$ cat src/rtl/pipe_stage_skid.sv
// Pipeline-stage register with valid/ready handshake, 2-entry skid buffer,
// synchronous flush (bubble insertion) and a saturating stall counter.
module pipe_stage_skid #(
    parameter int                DATA_W      = 256,
    parameter int                CTRL_W      = 9,
    parameter logic [CTRL_W-1:0] BUBBLE_CTRL = '0,
    parameter int                STAT_W      = 16
) (
    input  logic              clk,
    input  logic              reset,
    input  logic              flush,
    input  logic              in_valid,
    output logic              in_ready,
    input  logic [CTRL_W-1:0] in_ctrl,
    input  logic [DATA_W-1:0] in_data,
    output logic              out_valid,
    input  logic              out_ready,
    output logic [CTRL_W-1:0] out_ctrl,
    output logic [DATA_W-1:0] out_data,
    output logic [STAT_W-1:0] stall_cnt
);

    // Encoding is {M.valid, S.valid}, so both valid bits come straight from the register.
    typedef enum logic [1:0] {
        EMPTY = 2'b00,
        ONE   = 2'b10,
        FULL  = 2'b11
    } state_t;

    state_t            state, state_nx;
    logic              in_fire, out_fire;
    logic              load_m, load_s, m_from_s;
    logic [CTRL_W-1:0] m_ctrl, s_ctrl;
    logic [DATA_W-1:0] m_data, s_data;

    always_ff @(posedge clk or posedge reset) begin
        if (reset) state <= EMPTY;
        else       state <= state_nx;
    end

    always_comb begin
        in_fire  = in_valid & in_ready;
        out_fire = out_valid & out_ready;
        state_nx = state;
        load_m   = 1'b0;
        load_s   = 1'b0;
        m_from_s = 1'b0;
        if (flush) begin
            state_nx = EMPTY;
        end else begin
            case (state)
                EMPTY: if (in_fire) begin
                    state_nx = ONE;
                    load_m   = 1'b1;
                end
                ONE: begin
                    if (in_fire && out_fire) begin
                        load_m = 1'b1;
                    end else if (in_fire) begin
                        state_nx = FULL;
                        load_s   = 1'b1;
                    end else if (out_fire) begin
                        state_nx = EMPTY;
                    end
                end
                FULL: if (out_fire) begin
                    state_nx = ONE;
                    m_from_s = 1'b1;
                end
                default: state_nx = EMPTY;
            endcase
        end
    end

    // in_ready depends only on the state register, never on out_ready.
    always_comb begin
        out_valid = (state != EMPTY);
        in_ready  = (state != FULL);
        out_ctrl  = out_valid ? m_ctrl : BUBBLE_CTRL;
        out_data  = m_data;
    end

    always_ff @(posedge clk or posedge reset) begin
        if (reset) begin
            m_ctrl <= '0;
            m_data <= '0;
            s_ctrl <= '0;
            s_data <= '0;
        end else begin
            if (load_m) begin
                m_ctrl <= in_ctrl;
                m_data <= in_data;
            end else if (m_from_s) begin
                m_ctrl <= s_ctrl;
                m_data <= s_data;
            end
            if (load_s) begin
                s_ctrl <= in_ctrl;
                s_data <= in_data;
            end
        end
    end

    always_ff @(posedge clk or posedge reset) begin
        if (reset)
            stall_cnt <= '0;
        else if (out_valid && !out_ready && stall_cnt != {STAT_W{1'b1}})
            stall_cnt <= stall_cnt + STAT_W'(1);
    end

endmodule

$ cat config.mk
export PLATFORM = sky130hd
export DESIGN_NAME = pipe_stage_skid
export DESIGN_NICKNAME = d
export VERILOG_FILES = /design/src/rtl/pipe_stage_skid.sv
export SDC_FILE = /design/constraint.sdc
export NUM_CORES = 1
export LEC_CHECK = 0
export CAP_MARGIN = 10
export CORE_ASPECT_RATIO = 0.5
export CORE_MARGIN = 10
export CORE_UTILIZATION = 45
export CTS_CLUSTER_SIZE = 14
export DETAILED_ROUTE_END_ITERATION = 10
export GPL_ROUTABILITY_DRIVEN = 0
export PLACE_DENSITY = 0.78
export SYNTH_ARGS = -nofsm -noshare
export SYNTH_HDL_FRONTEND = slang
export SYNTH_SLANG_ARGS = --single-unit
$ cat constraint.sdc
create_clock -name clk -period 20.1 [get_ports clk]
set_input_delay 2.01 -clock clk [delete_from_list [all_inputs] [get_ports clk]]
set_output_delay 2.01 -clock clk [all_outputs]
set_load 0.01 [all_outputs]
==> flow_summary.toml, run 1 <==
[run_status]
status = "finished, final reports clean"

[floorplanning]
dieWidth_um = 334
core_area_sq_um = 48600
pin_count = 553
die_area_sq_um = 59100
fp.dieH_um = 177
start_util_pct = 45.6
fp-row-count = 57

[logic_synthesis]
ys_types = 39
synth_top_area_share_pct = 61.8
synth_edf_count = 0
synthArstFlopShare_pct = 100
syn_area_sq_um = 22200
yosysWarnings = 0
ys_seq_area_share_pct = 61.8
syn_nets = 1834
synth_area_leader_cell = "dfrtp_1"
synthFlopType = "dfrtp_1"
yosys_register_bits = 548
netlist_instances = 1558
syn_area_per_cell_sq_um = 14.2
synth_area_leaders = "dfrtp_1, mux2_2, a22o_1"

[power_and_ir_drop]
combPwrFrac_pct = 35.3
p_sw_share_pct = 30.5
p_sw_mw = 1.37
p_clk_share_pct = 21.8
leakagePower_nw = 14.3
p_total_mw = 4.49
internal_power_mw = 3.12
seqPwrFrac_pct = 42.9
power.density_nw_per_um2 = 150
ir_worst_vdd_mv = 0.0717

[sta]
slew_violations = 0
hold_viol_final = 0
fmax_mhz = 208
min_period_ns = 4.80
fin_setup_tns_ns = 0
final-setup-viol-count = 0
finClkSkew_ns = 0.0188
period_share_pct = 23.9
rsz0062_at_grt = "no"
slew_headroom_pct = 29.1
tightest_slew_ns = 1.06
setup_slack_ns = 15.30

[global_route]
grt_overflow = 0
antenna_found_initial = 22
grt_pass1_vias = 15958
gr-usage-all-layers_pct = 21.7
grt_start_max_net_pins = 184
grt_pass1_wl_um = 99500

[clock_network]
post_cts_buffers = 0
cts_hold_buf = 0
path_clk_slew_ns = 0.06
clock_path_buffers = 3
numClockSinks = 548
htreeDepth = 2
cts_root_buf = "clkbuf_16"
cts_resized = 0
cts_tree = "done"
cts_buffers = 50
clk_latency_ns = 0.58

[hold_path]
min_path_type = "flip-flop to flip-flop"

[cells_and_area]
mostFrequentLayoutCell = "clkdlybuf4s50_1"
fin_nets = 2338
final_cell_mix = "clkdlybuf4s50_1, dfrtp_1, mux2_2"
area_growth_pct = 34.9
drive_gt1_share_pct = 17.5

[placed_design]
dp_hpwl_um = 45600
portBuffers = 552
place_ws_ns = 14.72

[critical_path]
startpoint_type = "input pin"
cp_cell_sequence = "clkdlybuf4s50_1 -> nor2b_1 -> o21a_4 -> buf_4 -> buf_4 -> a22o_1 -> a21o_1"
max_stage_delay_ns = 0.88
arrival_ns = 5.31
crit_fanout = 83
crit_required_ns = 20.60
slowest_stage = "buf_4"
crit_family = "buffers and inverters"
cp_num_buf_inv = 3
setup.worst_path.end_class = "flip-flop"
path_class = "input pin to flip-flop"
crit_top_cell = "buf_4"

[detailed_routing]
dr.pass1.iters = 4
wl_um = 66900
wl_per_cell_um = 24.1
via_count = 15394
viasPerCell = 5.55
drt_iter0_markers = 1003
drcViolationCount = 0
ant_nets = 0

[job]
maxCapViolCount = 0
[synth_stat cells, drive strengths merged, types with 2 or more instances]
library cell / number
a21o: 265
a22o: 265
and3: 2
and4bb: 2
buf: 60
clkbuf: 58
dfrtp: 548
ha: 6
inv: 8
mux2: 267
nand2: 4
nand3: 8
nand4: 6
nor2: 10
nor2b: 11
nor3: 4
nor4: 3
o21ai: 2
or4: 3
xnor2: 5
xor2: 7
[registers in the layout, summed over array words and instances (netlist names)]
signal,count
stall_cnt,16
s_data,256
state,2
m_ctrl,9
out_data,256
s_ctrl,9
[path summary, 6_finish.rpt]
check / endpoint / start / depth (start not counted) / slack (ns)
setup / recovery: out_data[122] / flush / 7 / 15.30
hold / removal: out_data[2] / out_data[2] / 1 / 0.47
setup reg to reg: out_data[122] / state[0] / 8 / 16.14
hold reg to reg: out_data[2] / out_data[2] / 1 / 0.47
max in group asynchronous: s_data[114] / reset / 4 / 15.61
min in group asynchronous: s_data[51] / reset / 2 / 1.98
[stage by stage]
stage	cells	utilization (%)	area, sq um	hold WS, ns
finish	2772	61.5	29900	0.473
global route	2771	61.5	29900	0.484
floorplan	1558	-	22200	0.441
detailed placement	2659	58.0	28200	0.459
global placement	2659	58.0	28200	0.452
CTS	2749	61.4	29900	0.473
[cell families after synthesis]
kind of cell,count (synthesis),synth area share (%)
fa+ha+maj,6,0.338
buf+inv,126,2.46
xor+xnor,12,0.474
flops,548,61.8
compound gates,539,19.7
mux,268,13.6
simple gates,59,1.60
[metal layers]
metal,track usage [%],up-vias,part of all wire [%]
met5,0,-,0
met4,11.9,0,4.7
met3,3.30,150,2.8
met2,40.7,306,56
met1,23.5,8098,36
li1,-,6840,-
[area by class of cell]
type	count	area [sq um]
Fill cell	3754	18700
Inverter	8	37.5
Sequential cell	548	13700
Timing Repair Buffer	570	5690
Clock inverter	8	92.6
Tap cell	649	812
Clock buffer	82	1580
Multi-Input combinational cell	884	7950
Antenna cell	23	57.6
[power groups by stage]
stage                     clock (mW)  sequential, mW  combinational, mW
after floorplan                    0            2.00              0.677
after global placement             0            1.90               1.56
after detailed placement           0            1.93               1.60
after CTS                       1.00            1.92               1.61
after global routing            1.05            1.98               1.68
final                          0.976            1.93               1.59
Power figures use the tool's default switching activity.
==> run 2: changes to the inputs <==
--- a/config.mk
+++ b/config.mk
@@ -12,7 +12,7 @@
 export CTS_CLUSTER_SIZE = 14
 export DETAILED_ROUTE_END_ITERATION = 10
 export GPL_ROUTABILITY_DRIVEN = 0
-export PLACE_DENSITY = 0.78
+export PLACE_DENSITY = 0.81
 export SYNTH_ARGS = -nofsm -noshare
 export SYNTH_HDL_FRONTEND = slang
 export SYNTH_SLANG_ARGS = --single-unit
==> constraint.sdc (replaced) <==
create_clock -name clk -period 4.3 [get_ports clk]
set_input_delay 0.43 -clock clk [delete_from_list [all_inputs] [get_ports clk]]
set_output_delay 0.43 -clock clk [all_outputs]
set_load 0.01 [all_outputs]
==> run 2 against run 1 <==
Global-route usage up 0.21 points. Largest cell class unchanged. Clock skew up 0.0097 ns. Sequential cell count unchanged. Non-clock buffer count up 7. Worst setup slack worse by 14 ns. Clock-buffer cell count down 10. Largest power group unchanged. Final cell count down 0.11%. Sequential power rose to 4.7 times the previous value. Critical path depth up 1. Routed wire length up 1.1%. Highest routed layer unchanged. Worst hold slack worse by 0.17 ns.
==> flow_summary.toml, run 2 (same netlist as run 1, synthesis figures left out) <==
[run_status]
status = "finished, final reports clean"

[floorplanning]
start_util_pct = 45.6
pin_count = 553
fp.dieH_um = 177
fp-row-count = 57
dieWidth_um = 334
die_area_sq_um = 59100
core_area_sq_um = 48600

[detailed_routing]
wl_per_cell_um = 24.4
dr.pass1.iters = 5
drt_iter0_markers = 1203
ant_nets = 0
wl_um = 67700
drcViolationCount = 0
viasPerCell = 5.61
via_count = 15537

[placed_design]
portBuffers = 552
dp_hpwl_um = 46600
place_ws_ns = 1.18
place_inst = 2666

[clock_network]
cts_tree = "done"
cts_buffers = 50
clock_path_buffers = 3
numClockSinks = 548
path_clk_slew_ns = 0.07
clk_latency_ns = 0.58
post_cts_buffers = 0
htreeDepth = 2
cts_resized = 0
cts_root_buf = "clkbuf_16"
cts_hold_buf = 0

[global_route]
grt_pass1_vias = 16187
antenna_found_initial = 19
gr-usage-all-layers_pct = 21.9
grt_overflow = 0
grt_start_max_net_pins = 150
grt_pass1_wl_um = 100000

[power_and_ir_drop]
p_total_mw = 20.8
power.density_nw_per_um2 = 695
ir_worst_vdd_mv = 0.351
leakagePower_nw = 14.4

[critical_path]
crit_fanout = 58
setup.worst_path.end_class = "flip-flop"
arrival_ns = 3.61
path_class = "flip-flop to flip-flop"
timing.rr.start = "state[1]"
startpoint_type = "flip-flop"
startpoint = "state[1]"
crit_required_ns = 4.82

[sta]
fin_setup_tns_ns = 0
period_share_pct = 71.8
hold_viol_final = 0
fmax_mhz = 324
slew_headroom_pct = 29.3
slew_violations = 0
finClkSkew_ns = 0.0285
setup_slack_ns = 1.21
final-setup-viol-count = 0
whs_ns = 0.304
min_period_ns = 3.09
tightest_slew_ns = 1.05
rsz0062_at_grt = "no"

[cells_and_area]
fill_cells = 3712
area_growth_pct = 35.1
drive_gt1_share_pct = 17.8
mostFrequentLayoutCell = "clkdlybuf4s50_1"
fin_nets = 2345
final_cells = 2769
regArea_sq_um = 13700
final_cell_mix = "clkdlybuf4s50_1, dfrtp_1, mux2_2"
multiInputGateArea_sq_um = 7950

[hold_path]
min_path_type = "input pin to asynchronous set/reset pin"

[job]
maxCapViolCount = 0
run 2: changes by cell type in the layout (fill, tap and decap cells not counted), sizes merged:
cell / change
diode: -4
clkbuf: -10
bufinv: -1
clkinvlp: +2
clkinv: +3
buf: +7
run 2: path summary, 6_finish.rpt:
check	slack, ns	cells past startpoint	endpoint
worst max-delay path	1.21	8	out_data[147]
worst min-delay path	0.30	2	out_data[249]
worst max register to register	1.21	8	out_data[147]
worst min register to register	0.47	1	m_ctrl[1]
max in group asynchronous	2.71	4	out_data[118]
min in group clk	0.47	1	m_ctrl[1]
run 2: power by group:
| part | internal [mW] | leakage [nW] | switching [mW] | total [mW] |
|---|---|---|---|---|
| combinational | 4.38 | 6.92 | 3.03 | 7.41 |
| clock | 2.40 | 0.764 | 1.96 | 4.36 |
| sequential | 7.63 | 6.69 | 1.44 | 9.07 |
| total | 14.4 | 14.4 | 6.43 | 20.8 |
run 2: critical path: stages (launching register included):
cell and delay, ns:
dfrtp_1 0.43, inv_1 0.10, ha_1 0.57, and4bb_2 0.31, o21a_4 0.43, nor2_4 0.46
buf_12 0.29, buf_4 0.26, a21o_1 0.15
run 2: layout make-up:
class | count | share of cell area, %
flip-flops and latches | 548 | 45.7
multi-input cells | 884 | 26.5
repair buffers | 577 | 19.6
clock buffers | 72 | 4.85
well taps | 649 | 2.71
clock inverters | 12 | 0.325
diodes | 19 | 0.159
inverters | 8 | 0.113
run 2: stage by stage:
| step | utilization, % | area [sq um] |
|---|---|---|
| final | 61.7 | 30000 |
| after global routing | 61.7 | 30000 |
| after CTS | 61.6 | 29900 |
| after detailed placement | 58.4 | 28400 |
| after global placement | 58.4 | 28400 |
| after floorplan | - | 22200 |
run 2: layer usage:
metal  vias up  track usage, %  routed length (um)
met5         -               0                   0
met4         0            12.3                3530
met3       175            3.50                2140
met2       355            40.2               37200
met1      8151            24.2               24800
li1       6856               -                   -
==> run 3: changes to the inputs <==
--- a/config.mk
+++ b/config.mk
@@ -12,7 +12,7 @@
 export CTS_CLUSTER_SIZE = 14
 export DETAILED_ROUTE_END_ITERATION = 10
 export GPL_ROUTABILITY_DRIVEN = 0
-export PLACE_DENSITY = 0.81
+export PLACE_DENSITY = 0.78
 export SYNTH_ARGS = -nofsm -noshare
 export SYNTH_HDL_FRONTEND = slang
 export SYNTH_SLANG_ARGS = --single-unit
==> constraint.sdc (replaced) <==
create_clock -name clk -period 2.9 [get_ports clk]
set_input_delay 0.29 -clock clk [delete_from_list [all_inputs] [get_ports clk]]
set_output_delay 0.29 -clock clk [all_outputs]
set_load 0.01 [all_outputs]
==> run 3 against run 2 <==
Via count down 0.88%. Power up 49%. Worst hold slack worse by 0.25 ns. Critical endpoint is now out_ctrl[4]. Worst setup slack worse by 0.92 ns. Critical path type is now flip-flop to primary output. Global-route usage about the same.
==> flow_summary.toml, run 3 (same netlist as run 1, synthesis figures left out) <==
[sta]
whs_ns = 0.0504
fmax_mhz = 383
finClkSkew_ns = 0.0236
slew_headroom_pct = 45.7
hold_viol_final = 0
setup_slack_ns = 0.289
min_period_ns = 2.61
rsz0062_at_grt = "no"
final-setup-viol-count = 0
period_share_pct = 90.0
fin_setup_tns_ns = 0
slew_violations = 0
tightest_slew_ns = 0.815

[floorplanning]
start_util_pct = 45.6
dieWidth_um = 334
die_area_sq_um = 59100
pin_count = 553
core_area_sq_um = 48600
fp.dieH_um = 177
fp-row-count = 57

[placed_design]
portBuffers = 552
place_inst = 2675
place_ws_ns = 0.506
dp_hpwl_um = 47200

[detailed_routing]
via_count = 15400
wl_per_cell_um = 24.3
viasPerCell = 5.53
drcViolationCount = 0
wl_um = 67700
drt_iter0_markers = 994
ant_nets = 0
dr.pass1.iters = 5

[power_and_ir_drop]
leakagePower_nw = 14.5
power.density_nw_per_um2 = 1030
p_total_mw = 31.1
ir_worst_vdd_mv = 0.656

[critical_path]
startpoint_type = "flip-flop"
path_class = "flip-flop to primary output"
setup.worst_path.end_class = "primary output"
arrival_ns = 2.32
crit_required_ns = 2.61
crit_fanout = 9

[clock_network]
clk_latency_ns = 0.58
cts_root_buf = "clkbuf_16"
numClockSinks = 548
clock_path_buffers = 3
cts_resized = 0
cts_hold_buf = 0
cts_tree = "done"
htreeDepth = 2
cts_buffers = 50
path_clk_slew_ns = 0.06
post_cts_buffers = 0

[global_route]
grt.met1_usage_pct = 24.4
grtUsageMet3_pct = 3.76
grt_pass1_vias = 15808
grt_pass1_wl_um = 99900
antenna_found_initial = 27
gr-usage-met2_pct = 39.8
busiest_layer = "met2"
grt_start_max_net_pins = 138
grt_overflow = 0
gr-usage-all-layers_pct = 21.9

[hold_path]
min_path_type = "input pin to asynchronous set/reset pin"

[cells_and_area]
drive_gt1_share_pct = 18.2
multiInputGateArea_sq_um = 7950
final_cells = 2787
mostFrequentLayoutCell = "clkdlybuf4s50_1"
regArea_sq_um = 13700
fill_cells = 3772
area_growth_pct = 36.1
fin_nets = 2354
final_cell_mix = "clkdlybuf4s50_1, dfrtp_1, mux2_2"

[run_status]
status = "finished, final reports clean"

[job]
maxCapViolCount = 0
-- run 3: cell types whose count changed in the layout (fill, tap and decap cells not counted), moves of 2 or more --
cell	previous run	this run
diode_2	19	26
buf_12	13	18
buf_4	12	16
bufinv_16	1	3
clkinvlp_4	3	1
inv_6	1	3
-- run 3: final timing paths --
kind | endpoint | from | slack, ns | cells after the start
max | out_ctrl[4] | state[0] | 0.29 | 5
min | out_data[4] | reset | 0.05 | 2
max reg2reg | out_data[108] | state[1] | 0.45 | 8
min reg2reg | m_ctrl[5] | m_ctrl[5] | 0.47 | 1
max in group asynchronous | stall_cnt[8] | reset | 1.79 | 3
min in group clk | s_data[42] | in_data[42] | 0.35 | 2
-- run 3: critical path, stage by stage (launching register included) --
cell and delay (ns):
dfrtp_1 0.40, inv_1 0.10, ha_1 0.29, buf_4 0.20, nor2b_1 0.12, clkdlybuf4s50_1 0.64
-- run 3: area by class of cell --
cell class	count	area share (%)
diodes	26	0.215
clock inverters	14	0.518
inverters	8	0.112
flip-flops and latches	548	45.4
well taps	649	2.69
repair buffers	586	19.9
multi-input cells	884	26.3
clock buffers	72	4.82
-- run 3: where the power goes --
part / total, mW / internal [mW] / switching (mW)
registers: 13.5 / 11.3 / 2.22
clock network: 6.66 / 3.75 / 2.91
logic: 10.9 / 6.50 / 4.42
-- run 3: metrics by stage --
| step | utilization [%] | area (sq um) |
|---|---|---|
| floorplan | - | 22200 |
| CTS | 61.9 | 30100 |
| detailed placement | 58.6 | 28500 |
| global placement | 58.6 | 28500 |
| finish | 62.1 | 30200 |
| global route | 62.1 | 30200 |
-- run 3: layer usage --
| metal | up-vias | routed length, um |
|---|---|---|
| met4 | 2 | 3090 |
| li1 | 6868 | - |
| met5 | - | 17 |
| met3 | 148 | 2200 |
| met2 | 278 | 37700 |
| met1 | 8104 | 24700 |
==> patch, RTL diff (settings of run 1) <==
Encoding of `state_t`: now one-hot (3 bits for 3 states).
--- a/src/rtl/pipe_stage_skid.sv
+++ b/src/rtl/pipe_stage_skid.sv
@@ -22,8 +22,8 @@
 
     // Encoding is {M.valid, S.valid}, so both valid bits come straight from the register.
-    typedef enum logic [1:0] {
-        EMPTY = 2'b00,
-        ONE   = 2'b10,
-        FULL  = 2'b11
+    typedef enum logic [2:0] {
+        EMPTY = 3'b001,
+        ONE   = 3'b010,
+        FULL  = 3'b100
     } state_t;
 
Behaviour: same outputs for any inputs over 4 cycles, from zero or initial values and one cycle with reset high; so few cycles prove little.
==> patch against run 1 <==
  * Hold slack improved by 0.021 ns
  * Final cell count rose by 1.6%
  * First-iteration DRC count fell by 32%
  * Setup slack got worse by 0.16 ns
  * Synthesized area rose by 7.9%
  * Design area rose by 5.5%
  * Die area rose by 7.2%
  * Sequential cell count rose by 1
  * Routed wire length fell by 4.4%
  * Maximum frequency fell by 3.3%
  * Critical path type unchanged
Power is not compared: it rests on default switching activity, and its combinational part moved more than twofold at a synthesized area within 25%.
==> patch: results (changes against run 1) <==
* Number of nets in the synthesized netlist at 1800 (-1.9%)
* Via-to-Cell Ratio at 5.15 (-7.2%)
* Status: finished clean
* Largest net degree at the start of global routing at 166 (-9.8%)
* Number of input and output port buffers inserted at 552 (unchanged)
* Ranking of synthesized cells by area: dfrtp_1 (57%), mux2_2 (37%), buf_6 (1.2%), buf_2 (1.1%), xnor2_1 (0.40%)
* Count of cell types in the netlist at 42 (+7.7%)
* Final HPWL from detailed placement at 44.8 mm (-1.7%)
* Total CTS buffers at 50 (unchanged)
* Total GRT Usage at 0.193 (-0.0239)
* Clk_lat worst skew at 0.58 ns (about the same)
* Worst clock skew on the final layout at 0.0151 ns (-0.00374 ns)
* Detailed-route wire length at 64.0 mm (-4.4%)
* Register area share after synthesis at 0.574 (-0.0440)
* Critical Path Fanout Max at 79 (-4.8%)
* Setup Slack @ Placement at 14.50 ns (-0.221 ns)
* Most frequent cells after synthesis: mux2_2 (795), dfrtp_1 (548), buf_2 (51), buf_6 (26), nor2b_1 (12)
* Starting DRT DRC Count at 678 (-32%)
* First-pass GRT wire length at 95.3 mm (-4.2%)
* Drt first pass iters at 4 (unchanged)
* Share of post-route cells with drive strength above 1 at 0.427 (+0.252)
* YS warnings at 0 (unchanged)
* Final Net Count at 2328 (-0.43%)
* WP data arrival at 5.42 ns (+0.11 ns)
* Antenna violations before repair at 21 (-4.5%)
* Worst hold path class: reg -> reg
* Pin slew with the least headroom to its limit at 1.14 ns (+0.0794 ns)
## patch: cell types whose count changed in the layout (fill, tap and decap cells not counted), moves of 5 or more
cell and change:
a21o_1 -265, ha_1 -5, nor2_1 -7, a22o_1 -265, xnor2_1 +6, mux2_2 +528
xor2_1 -7
## patch: area by class of cell
class | instances | area, µm²
fillers | 4073 | 20700
multi-input cells | 882 | 9570
diodes | 20 | 50.0
clock inverters | 11 | 92.6
clock buffers | 79 | 1540
flip-flops and latches | 549 | 13700
well taps | 701 | 877
repair buffers | 566 | 5660
inverters | 8 | 37.5
## patch: layer usage
layer  GRT usage  share of wire
met1       0.196           0.35
met2       0.374           0.57
met3      0.0357          0.031
met4       0.106          0.042
met5           0        0.00020
## patch: final timing paths
kind	from	to	slack, ns	cells past startpoint
worst min register to register	stall_cnt[8]$_DFFE_PP0P_	stall_cnt[8]$_DFFE_PP0P_	0.49	1
max in group asynchronous	reset	out_data[142]$_DFFE_PP0P_	15.72	4
worst min-delay path	stall_cnt[8]$_DFFE_PP0P_	stall_cnt[8]$_DFFE_PP0P_	0.49	1
worst max register to register	state[0]$_DFFE_PP1P_	out_data[95]$_DFFE_PP0P_	16.60	6
worst max-delay path	in_valid	out_data[95]$_DFFE_PP0P_	15.14	7
min in group asynchronous	reset	out_data[36]$_DFFE_PP0P_	1.94	2
## patch: logic make-up (layout without fill, tap and decap cells)
kind of cell / count (synthesis) / in the layout / share of synthesized area
other cells: 0 / 20 / 0
simple gates: 50 / 50 / 0.0124
flops: 549 / 549 / 0.574
xor+xnor: 11 / 11 / 0.00402
compound gates: 24 / 24 / 0.00742
mux: 796 / 796 / 0.374
buf+inv: 98 / 664 / 0.0273
fa+ha+maj: 1 / 1 / 0.000523
## patch: power by group through the flow
| stage | Clock, mW | Sequential [mW] | Combinational [mW] |
|---|---|---|---|
| detailed placement | 0 | 1.39 | 0.715 |
| global route | 1.03 | 1.39 | 0.747 |
| CTS | 0.988 | 1.37 | 0.718 |
| finish | 0.959 | 1.37 | 0.704 |
| global placement | 0 | 1.38 | 0.704 |
| floorplan | 0 | 1.43 | 0.281 |
## patch: critical path: stages
cell	delay [ns]
clkdlybuf4s50_1	0.54
nor2b_1	0.29
nand2_1	0.16
o21ai_4	0.15
buf_4	0.77
buf_4	1.02
mux2_2	0.43
## patch: through the flow
stage,area (µm²),total power [mW],cells
2_1_floorplan,23900,1.71,1529
3_3_place_gp,29900,2.09,2706
3_5_place_dp,29900,2.11,2706
4_1_cts,31500,3.08,2796
5_1_grt,31600,3.17,2816
6_report,31600,3.03,2816
